### src/rtl/dma_pkg.sv
// Shared DMA definitions: linked-list fetch FSM states and AXI encodings.
package dma_pkg;

  localparam int unsigned LL_WORDS_DEFAULT = 6;

  localparam logic [1:0] BURST_INCR = 2'b01;
  localparam logic [1:0] RESP_OKAY  = 2'b00;
  localparam logic [2:0] SIZE_4B    = 3'd2;

  typedef enum logic [2:0] {
    StIdle = 3'd0,
    StAck  = 3'd1,
    StAr   = 3'd2,
    StR    = 3'd3,
    StErr  = 3'd4
  } ll_state_t;

endpackage

### src/rtl/ll_fetch.sv
// Linked-list descriptor fetcher: issues one AXI INCR read burst per request and
// forwards each returned word, one cycle later, with its index within the descriptor.
module ll_fetch
  import dma_pkg::*;
#(
  parameter int unsigned LL_WORDS = LL_WORDS_DEFAULT,
  parameter int unsigned ID_W     = 4,
  parameter int unsigned LL_ARID  = 0
) (
  input  logic            clk,
  input  logic            rst,
  // descriptor request side
  input  logic            ll_req,
  input  logic [31:0]     ll_addr,
  output logic            ll_ack,
  output logic            ll_dvld,
  output logic [2:0]      ll_dcnt,
  output logic [31:0]     ll_rdata,
  // control
  input  logic            halt,
  input  logic            bf,
  input  logic            cf,
  // AXI read address channel
  output logic            arvalid,
  input  logic            arready,
  output logic [31:0]     araddr,
  output logic [7:0]      arlen,
  output logic [2:0]      arsize,
  output logic [1:0]      arburst,
  output logic [3:0]      arcache,
  output logic [ID_W-1:0] arid,
  // AXI read data channel
  input  logic            rvalid,
  output logic            rready,
  input  logic [31:0]     rdata_i,
  input  logic [1:0]      rresp,
  input  logic            rlast,
  input  logic [ID_W-1:0] rid,
  // error reporting
  output logic            fetch_err,
  input  logic            clr_err
);

  ll_state_t   r_state;
  ll_state_t   w_state_nxt;
  logic [31:0] r_addr;
  logic [1:0]  r_cache;
  logic [2:0]  r_bcnt;
  logic        r_over;     // burst ran past the last descriptor word
  logic        r_ar_hold;  // arvalid already shown without handshake
  logic        r_dvld;
  logic [2:0]  r_dcnt;
  logic [31:0] r_rdata;
  logic        r_err;

  logic w_beat;
  logic w_last_idx;
  logic w_resp_ok;
  logic w_fwd;
  logic w_err_set;
  logic w_unused_rid;

  assign w_beat     = (r_state == StR) && rvalid;
  assign w_last_idx = (r_bcnt == 3'(LL_WORDS - 1));
  assign w_resp_ok  = (rresp == RESP_OKAY);
  assign w_fwd      = w_beat && w_resp_ok && !r_over;

  // Error sources: bad address, bad response, short burst, long burst.
  assign w_err_set = (r_state == StErr)
                   || (w_beat && !w_resp_ok)
                   || (w_beat && rlast && !w_last_idx && !r_over)
                   || (w_beat && !rlast && w_last_idx && !r_over);

  // The single read ID is fixed; returned IDs carry no information here.
  assign w_unused_rid = ^rid;

  assign ll_ack    = (r_state == StAck);
  assign ll_dvld   = r_dvld;
  assign ll_dcnt   = r_dcnt;
  assign ll_rdata  = r_rdata;
  assign fetch_err = r_err;

  // Once shown, arvalid must stay up until accepted even if halt rises.
  assign arvalid = (r_state == StAr) && (!halt || r_ar_hold);
  assign araddr  = r_addr;
  assign arlen   = 8'(LL_WORDS - 1);
  assign arsize  = SIZE_4B;
  assign arburst = BURST_INCR;
  assign arcache = {2'b00, r_cache};
  assign arid    = ID_W'(LL_ARID);
  assign rready  = (r_state == StR);

  // Next-state decode of the fetch FSM.
  always_comb begin
    w_state_nxt = r_state;
    case (r_state)
      StIdle: if (ll_req) w_state_nxt = StAck;
      StAck:  w_state_nxt = (ll_addr[4:0] == 5'd0) ? StAr : StErr;
      StAr:   if (arvalid && arready) w_state_nxt = StR;
      StR:    if (w_beat && rlast) w_state_nxt = StIdle;
      StErr:  w_state_nxt = StIdle;
      default: w_state_nxt = StIdle;
    endcase
  end

  // State, request latch, beat counter, data forwarding and sticky error.
  always_ff @(posedge clk) begin
    if (rst) begin
      r_state   <= StIdle;
      r_addr    <= 32'd0;
      r_cache   <= 2'd0;
      r_bcnt    <= 3'd0;
      r_over    <= 1'b0;
      r_ar_hold <= 1'b0;
      r_dvld    <= 1'b0;
      r_dcnt    <= 3'd0;
      r_rdata   <= 32'd0;
      r_err     <= 1'b0;
    end else begin
      r_state   <= w_state_nxt;
      r_ar_hold <= arvalid && !arready;
      r_dvld    <= w_fwd;

      if (r_state == StAck) begin
        r_addr  <= ll_addr;
        r_cache <= {cf, bf};
      end

      if (w_beat) begin
        if (rlast) begin
          r_bcnt <= 3'd0;
          r_over <= 1'b0;
        end else if (w_last_idx) begin
          r_over <= 1'b1;  // hold the index; further beats are drained silently
        end else begin
          r_bcnt <= r_bcnt + 3'd1;
        end
      end

      if (w_fwd) begin
        r_dcnt  <= r_bcnt;
        r_rdata <= rdata_i;
      end

      if (w_err_set) begin
        r_err <= 1'b1;
      end else if (clr_err) begin
        r_err <= 1'b0;
      end
    end
  end

endmodule

### config.mk
export PLATFORM = sky130hd
export DESIGN_NAME = ll_fetch
export DESIGN_NICKNAME = d
export VERILOG_FILES = /design/src/rtl/dma_pkg.sv /design/src/rtl/ll_fetch.sv
export SDC_FILE = /design/constraint.sdc
export NUM_CORES = 1
export LEC_CHECK = 0
export ABC_AREA = 1
export CAP_MARGIN = 20
export CORE_MARGIN = 8
export CORE_UTILIZATION = 43
export CTS_BUF_LIST = sky130_fd_sc_hd__clkbuf_8
export DETAILED_ROUTE_END_ITERATION = 12
export GPL_ROUTABILITY_DRIVEN = 0
export PLACE_DENSITY = 0.87
export SYNTH_ARGS = -nofsm -noshare
export SYNTH_HDL_FRONTEND = slang
export SYNTH_SLANG_ARGS = --single-unit
### constraint.sdc
create_clock -name clk -period 3.56 [get_ports clk]
set_input_delay 0.89 -clock clk [delete_from_list [all_inputs] [get_ports clk]]
set_output_delay 0.89 -clock clk [all_outputs]
set_load 0.01 [all_outputs]
==> impl_metrics.yaml, run 1 <==
outcome:
  outcome: "complete, no violations"
power_and_ir_drop:
  powerDensity_mw_per_mm2: 415
  leakage_nw: 1.86
  peakVddDrop_uv: 346
synth:
  synth_edf_count: 0
  netlist_area_mm2: 0.00322
  synth_area_per_cell_um2: 7.94
  synthTopCellsByCount: "dfxtp_1 (79), nor2_1 (76), nand2_1 (53)"
  seq_area_frac_synth_pct: 49.1
  ys_ff_latch: 79
  synthArstFlopShare_pct: 0
  ys.warnings.count: 0
  syn_inst: 406
  ys.flop_type: "dfxtp_1"
  yosysUniqueCellTypes: 22
  synth_area_leaders: "dfxtp_1 (49%), nor2_1 (8.9%), a21oi_1 (7.0%)"
  synth_top_cell_by_area: "dfxtp_1"
  synth.most_common_cell: "dfxtp_1"
  synth_top_area_share_pct: 49.1
sta:
  worst_hold_slack_ns: 0.462
  relSlewSlack_pct: 35.1
  timing.final.crit_share_pct: 85.4
  period_needed_ns: 3.04
  max_freq_mhz: 329
  tns_ns: 0
  rsz0062_at_grt: "no"
  setup_viol_count_final: 0
  clock_skew_ns: 0.00859
  maxSlewViolCount: 0
  finalHoldViolCount: 0
  worst-slew-pin-transition_ns: 0.972
global_routing:
  grt_max_degree: 45
  overflow: 0
  antenna_found_initial: 0
  grtUsageTotal_pct: 17.7
  grt_pass1_wl_um: 14900
  grt_pass1_vias: 3161
flow_run:
  maxCapViolations: 0
final_layout:
  area_growth_pct: 49.3
  final_nets: 621
  drive_gt1_share_pct: 4.41
  final-instance-count-excl-fill: 643
  insertedDiodeCount: 0
die:
  die_x_um: 103
  die_y_um: 103
  initial_core_util_pct: 44.4
  dieArea_mm2: 0.0105
  io_pins: 173
  core-area_mm2: 0.00725
  rows: 31
cts:
  cts_tree: "built"
  clk_latency_ns: 0.33
  post_cts_buffers: 0
  clock-root-buffer: "clkbuf_8"
  cts.sinks: 79
  path_clk_slew_ns: 0.08
  ctsHoldBuffers: 0
  ctsResizeCount: 0
  cts_buffers: 9
  clock_path_buffers: 2
  h-tree-depth: 3
detailed_routing:
  drc: 0
  routed_wirelength_um: 9600
  num_vias: 3219
  wl_per_cell_um: 14.9
  ant_nets: 0
  via_per_inst: 5.01
  dr.pass1.iters: 4
  drt_iter0_drc: 113
placement:
  place_inst: 627
  dp_hpwl_um: 7030
  port_buffers: 149
critical_path:
  critPathMaxFanout: 2
  cp-start-kind: "input port"
  cpLargestDelayFamily: "buffers and inverters"
  cp_data_arrival_time_ns: 2.15
  worstPathRequired_ns: 2.67
  path_cells: "clkdlybuf4s50_1 -> inv_1 -> o21ai_0 -> inv_1 -> clkdlybuf4s50_1"
  critPathSlowestCell: "clkdlybuf4s50_1"
  crit_buf_inv: 4
  critPathMaxStageDelay_ns: 0.48
  worstSetupEndpointType: "output port"
  crit_type: "in -> out"
hold_path:
  hold_path.class: "reg -> reg"
## path summary, 6_finish.rpt
check / startpoint / to / slack (ns) / depth (start not counted)
max: halt / arvalid / 0.52 / 5
min reg2reg: ll_dcnt[0]$_SDFFE_PP0P_ / ll_dcnt[0]$_SDFFE_PP0P_ / 0.46 / 2
min: ll_dcnt[0]$_SDFFE_PP0P_ / ll_dcnt[0]$_SDFFE_PP0P_ / 0.46 / 2
max reg2reg: r_state[1]$_SDFFE_PP0P_ / ll_rdata[4]$_SDFFE_PP0P_ / 1.59 / 5
## logic make-up (layout without fill, tap and decap cells)
kind of cell               count (synthesis)  after routing  synth area share [%]
AOI/OAI and AO/OA                         85             85                  13.3
and+or+nand+nor                          174            174                  24.7
other                                      2             19                 0.233
adders and majority gates                  2              2                 0.776
buffers and inverters                     64            185                  12.0
DFF                                       79             79                  49.1
## cell usage in the layout (no fill, tap or decap), drive strengths merged, types with 4 or more instances in the layout
cell           instances
conb                  19
dfxtp                 79
o21ai                 38
a21oi                 45
inv                   19
nand2                 53
nand4                 36
clkbuf                11
clkdlybuf4s50        149
nor2                  78
nand3                  4
## tightest hold or removal path, delay by kind of cell (launching register included)
family / cells / cell delay (ns)
AOI/OAI and AO/OA: 1 / 0.05
DFF: 1 / 0.31
and+or+nand+nor: 1 / 0.06
## per-stage QoR
step | setup WS, ns | power (W) | instance area (µm²) | utilization, %
after floorplan | 1.47 | 0.00114 | 3290 | -
after global placement | 0.532 | 0.00133 | 4610 | 63.5
after detailed placement | 0.509 | 0.00134 | 4610 | 63.5
after CTS | 0.506 | 0.00202 | 4810 | 66.4
after global routing | 0.464 | 0.00210 | 4810 | 66.4
final | 0.521 | 0.00200 | 4810 | 66.4
## flip-flops by register name, indices dropped and copies added, names as in the netlist, 2 cells and up
register,cells
r_bcnt,3
ll_rdata,32
r_state,3
araddr,32
ll_dcnt,3
r_cache,2
## layout make-up
cell class / count / area [µm²]
Clock buffer: 11 / 151
Clock inverter: 5 / 56.3
Fill cell: 588 / 2440
Inverter: 17 / 63.8
Multi-Input combinational cell: 280 / 1320
Sequential cell: 79 / 1580
Tap cell: 99 / 124
Timing Repair Buffer: 152 / 1510
## per-layer routing
metal	track usage, %	up-vias	routed length [µm]
li1	-	1578	-
met1	19.1	1470	3700
met3	9.05	16	1330
met2	28.7	155	4330
met4	7.34	0	234
met5	0	-	0
## power breakdown
group	leakage (nW)	internal [W]	switching, W	total, W
clock network	0.111	0.000363	0.000317	0.000680
registers	0.643	0.000936	0.0000264	0.000963
logic	1.11	0.000189	0.000166	0.000355
total	1.86	0.00149	0.000509	0.00200
No activity file was read; power rests on OpenSTA's default activity.
==> inputs of run 2 (changes only) <==
SLEW_MARGIN = 20   (was default)
==> results of run 2 <==
Final layout, timing and power as in run 1 (identical DEF).
==> RTL edit 1: new RTL, config.mk and constraints of run 2 <==
Reset style: asynchronous (`rst`), changed in one clocked block.
--- a/src/rtl/ll_fetch.sv
+++ b/src/rtl/ll_fetch.sv
@@ -104,7 +104,7 @@
   end
 
   // State, request latch, beat counter, data forwarding and sticky error.
-  always_ff @(posedge clk) begin
+  always_ff @(posedge clk or posedge rst) begin
     if (rst) begin
       r_state   <= StIdle;
       r_addr    <= 32'd0;
Function: differs if rst is asserted again (counterexample within 4 cycles, from zero or initial values and one cycle with rst high); with rst held inactive, the same outputs for 10 cycles.
==> RTL edit 1 against run 2 <==
Design area up 4.2%; sequential share of layout area up 6.5 points; setup slack better by 130 ps; wire length down 8.3%; global-route usage down 0.84 points; sequential cell count unchanged; highest routed layer unchanged; register-to-register slack worse by 460 ps; synthesized area up 2.9%.
Power is not compared: it rests on default switching activity, and its combinational part moved more than twofold at a synthesized area within 25%.
==> RTL edit 1: results (changes against run 2) <==
| Metric | Value |
|---|---|
| Worst EP arrival | `2020 ps (-130 ps)` |
| Worst stage delay on the critical path | `530 ps (+50 ps)` |
| Number of DRC markers after the initial detailed-route iteration | `99 (-12%)` |
| Destination of the worst register-to-register timing path | `araddr[4]` |
| GR Layer Usage met1 | `20.2% (+1.1 points)` |
| Worst Max-Slew Pin Slew | `1010 ps (+37.0 ps)` |
| Most frequently used flop master after synthesis | `sky130_fd_sc_hd__dfrtp_1` |
| Area share of fa/ha/maj cells after synthesis | `0.754% (-0.022 points)` |
| Placed wire-length estimate | `6.87 mm (-2.3%)` |
| Global-route wire length before repair | `15.1 mm (+1.6%)` |
| Starting density of the core | `43.6% (-0.83 points)` |
| Share of cells above drive strength 1 | `4.46% (+0.049 points)` |
| Worst setup slack for register-to-register paths | `1130 ps (-460 ps)` |
| Xor and xnor area share after synthesis | `0.264% (+0.26 points)` |
| Net total in the final layout | `616 (-0.81%)` |
| Synthesized-area fraction occupied by ao, oa, aoi and oai cells | `2.34% (-11 points)` |
| Most common library cells after synthesis | `sky130_fd_sc_hd__nand2_1 (214), sky130_fd_sc_hd__dfrtp_1 (79), sky130_fd_sc_hd__buf_4 (23)` |
| Library cells used by synthesis | `21 (-4.5%)` |
| Setup Skew | `11.5 ps (+2.87 ps)` |
| Result of the run | `complete, no violations` |
| Capture endpoint of the worst hold path | `araddr[17]` |
| Portion of the post-synthesis area used by sequential elements | `59.6% (+11 points)` |
| HP Start | `araddr[17]` |
| GRT Util Overall | `16.9% (-0.84 points)` |
| IO buf count | `149 (unchanged)` |
| Synth top area cells | `sky130_fd_sc_hd__dfrtp_1 (60%), sky130_fd_sc_hd__nand2_1 (24%), sky130_fd_sc_hd__buf_4 (5.2%)` |
| Met2 Track Usage GR | `26.2% (-2.5 points)` |
| DRT met1 WL | `3.73 mm (+0.73%)` |
| Most repeated cell in the gate-level netlist after synthesis | `sky130_fd_sc_hd__nand2_1` |
| WL met2 | `3.97 mm (-8.5%)` |
| Area after detailed placement | `4810 um2 (+4.4%)` |
| Total design power | `0.00383 W` |
| Worst reg-to-reg path cell count | `4 (-1)` |
| Pin count of the biggest net entering global routing | `42 (-6.7%)` |
| Met3 global-route usage | `8.74% (-0.31 points)` |
| Post-place setup slack | `643 ps (+134 ps)` |
| Total length of routed met3 wires | `1.05 mm (-21%)` |
| Min-delay worst type | `flop to flop` |
| Async set-or-reset flop fraction in the synthesized netlist | `100% (+100 points)` |
| Via count | `2847 (-12%)` |
| Number of global-route vias before repair | `3033 (-4.0%)` |
| Launch instance of the worst register-to-register path | `r_state[2]` |
RTL edit 1: cell count changes after synthesis, moves of 3 or more:
cell | run 2 | this run
sky130_fd_sc_hd__buf_4 | 20 | 23
sky130_fd_sc_hd__inv_1 | 16 | 19
sky130_fd_sc_hd__dfrtp_1 | 0 | 79
sky130_fd_sc_hd__nand4_1 | 36 | 1
sky130_fd_sc_hd__a21oi_1 | 45 | 1
sky130_fd_sc_hd__buf_6 | 7 | 3
sky130_fd_sc_hd__nor2_1 | 76 | 11
sky130_fd_sc_hd__nand2_1 | 53 | 214
sky130_fd_sc_hd__buf_2 | 6 | 2
sky130_fd_sc_hd__dfxtp_1 | 79 | 0
sky130_fd_sc_hd__clkbuf_1 | 12 | 5
sky130_fd_sc_hd__nor3_1 | 3 | 0
sky130_fd_sc_hd__o21ai_0 | 38 | 13
RTL edit 1: per-stage QoR:
step	hold slack, ps	cells	util, %
after CTS	477	640	66.0
after global routing	491	640	66.0
final	474	640	66.0
after detailed placement	458	625	63.2
after floorplan	465	404	-
after global placement	453	625	63.2
RTL edit 1: final cells by class:
cell class	count	area (um2)
timing repair buffer	152	1530
sequential	79	1980
clock inverter	6	86.3
fill	609	2590
inverter	20	76.3
multi-input combinational	272	1100
tap	102	128
clock buffer	9	124
RTL edit 1: worst max path at each step:
stage | start | end | slack, ps | cells past startpoint
after global placement | halt | arvalid | 650 | 5
final | halt | arvalid | 650 | 5
after floorplan | rst | araddr[0] | 650 | 1
after global routing | halt | arvalid | 560 | 5
after CTS | halt | arvalid | 640 | 5
after detailed placement | halt | arvalid | 640 | 5
RTL edit 1: tightest hold or removal path, cell delays in order, from the launching register on:
cell and delay, ps:
sky130_fd_sc_hd__dfrtp_1 350, sky130_fd_sc_hd__nand2_1 50, sky130_fd_sc_hd__nand2_1 40
==> RTL edit 2: new RTL, settings of run 2 <==
Made on the original files. Set the parameter `ID_W` to 6 (it was 4).
--- a/src/rtl/ll_fetch.sv
+++ b/src/rtl/ll_fetch.sv
@@ -4,7 +4,7 @@
   import dma_pkg::*;
 #(
   parameter int unsigned LL_WORDS = LL_WORDS_DEFAULT,
-  parameter int unsigned ID_W     = 4,
+  parameter int unsigned ID_W     = 6,
   parameter int unsigned LL_ARID  = 0
 ) (
   input  logic            clk,
Ports: changed (resized arid and rid); port bits go from 173 to 177. The function was not compared with the original's and may differ.
==> RTL edit 2 against run 2 <==
Synthesized area is 0.47% higher; sequential cell count is the same; synthesized cell count up 0.49%; total power down 0.64%; clock power is 2% lower; setup slack worse by 39 ps; design area is essentially flat; wire length increased by 4.1%; first-iteration DRC count fell by 11%; highest routed layer unchanged.
==> RTL edit 2: results (changes against run 2) <==
| Metric | Value |
|---|---|
| Portion of the post-synthesis area used by sequential elements | `48.8% (-0.23 points)` |
| Mean routed wirelength per cell | `15.5 um (+3.7%)` |
| Post-synthesis area per instance | `7.94 um2 (about the same)` |
| Number of global-route vias before repair | `3263 (+3.2%)` |
| P_clk | `0.000664 W (-2%)` |
| Result of the run | `complete, no violations` |
| Portion of synthesized cell area occupied by the leading cell type | `48.8% (-0.23 points)` |
| Total length of routed met3 wires | `1.35 mm (+1.1%)` |
| Destination of the worst register-to-register timing path | `ll_rdata[29]` |
| WL met2 | `4.54 mm (+4.8%)` |
| Leakage power of the design | `1.85 nW (-0.35%)` |
| Number of DRC markers after the initial detailed-route iteration | `101 (-11%)` |
| Worst supply voltage drop on vdd | `0.268 mV (-22%)` |
| Setup Skew | `7.08 ps (-1.51 ps)` |
| Clock period minus final worst setup slack | `3080 ps (+39.2 ps)` |
| Met2 Track Usage GR | `30.5% (+1.8 points)` |
| Synth top area cells | `sky130_fd_sc_hd__dfxtp_1 (49%), sky130_fd_sc_hd__nor2_1 (8.8%), sky130_fd_sc_hd__a21oi_1 (7.0%)` |
| Total power divided by cell area | `412 nW/um2 (-0.58%)` |
| GR Layer Usage met1 | `20.2% (+1.1 points)` |
| Cell count after placement | `629 (+0.32%)` |
| Share of cells above drive strength 1 | `4.58% (+0.17 points)` |
| Final Hold Slack | `462 ps (+0.447 ps)` |
| HP Start | `ll_rdata[26]` |
| Cell internal power dissipation | `0.00147 W (-1.6%)` |
| Placed wire-length estimate | `7.27 mm (+3.4%)` |
[RTL edit 2: worst max-delay path, stage by stage]
cell                              delay [ps]
sky130_fd_sc_hd__clkdlybuf4s50_1         470
sky130_fd_sc_hd__inv_1                    50
sky130_fd_sc_hd__o21ai_0                 230
sky130_fd_sc_hd__inv_1                    70
sky130_fd_sc_hd__clkdlybuf4s50_1         490
[RTL edit 2: final cells by class]
cell class,count,share of cell area (%)
clock inverters,6,1.25
multi-input cells,282,27.6
repair buffers,152,31.5
flip-flops and latches,79,32.9
well taps,99,2.57
clock buffers,10,2.86
inverters,17,1.33
[RTL edit 2: cell families (layout without fill, tap and decap cells)]
| kind of cell | after synthesis | in the layout | synth area share, % |
|---|---|---|---|
| other cells | 2 | 21 | 0.232 |
| compound gates | 85 | 85 | 13.2 |
| simple gates | 174 | 174 | 24.6 |
| fa+ha+maj | 2 | 2 | 0.773 |
| buf+inv | 66 | 185 | 12.4 |
| flops | 79 | 79 | 48.8 |
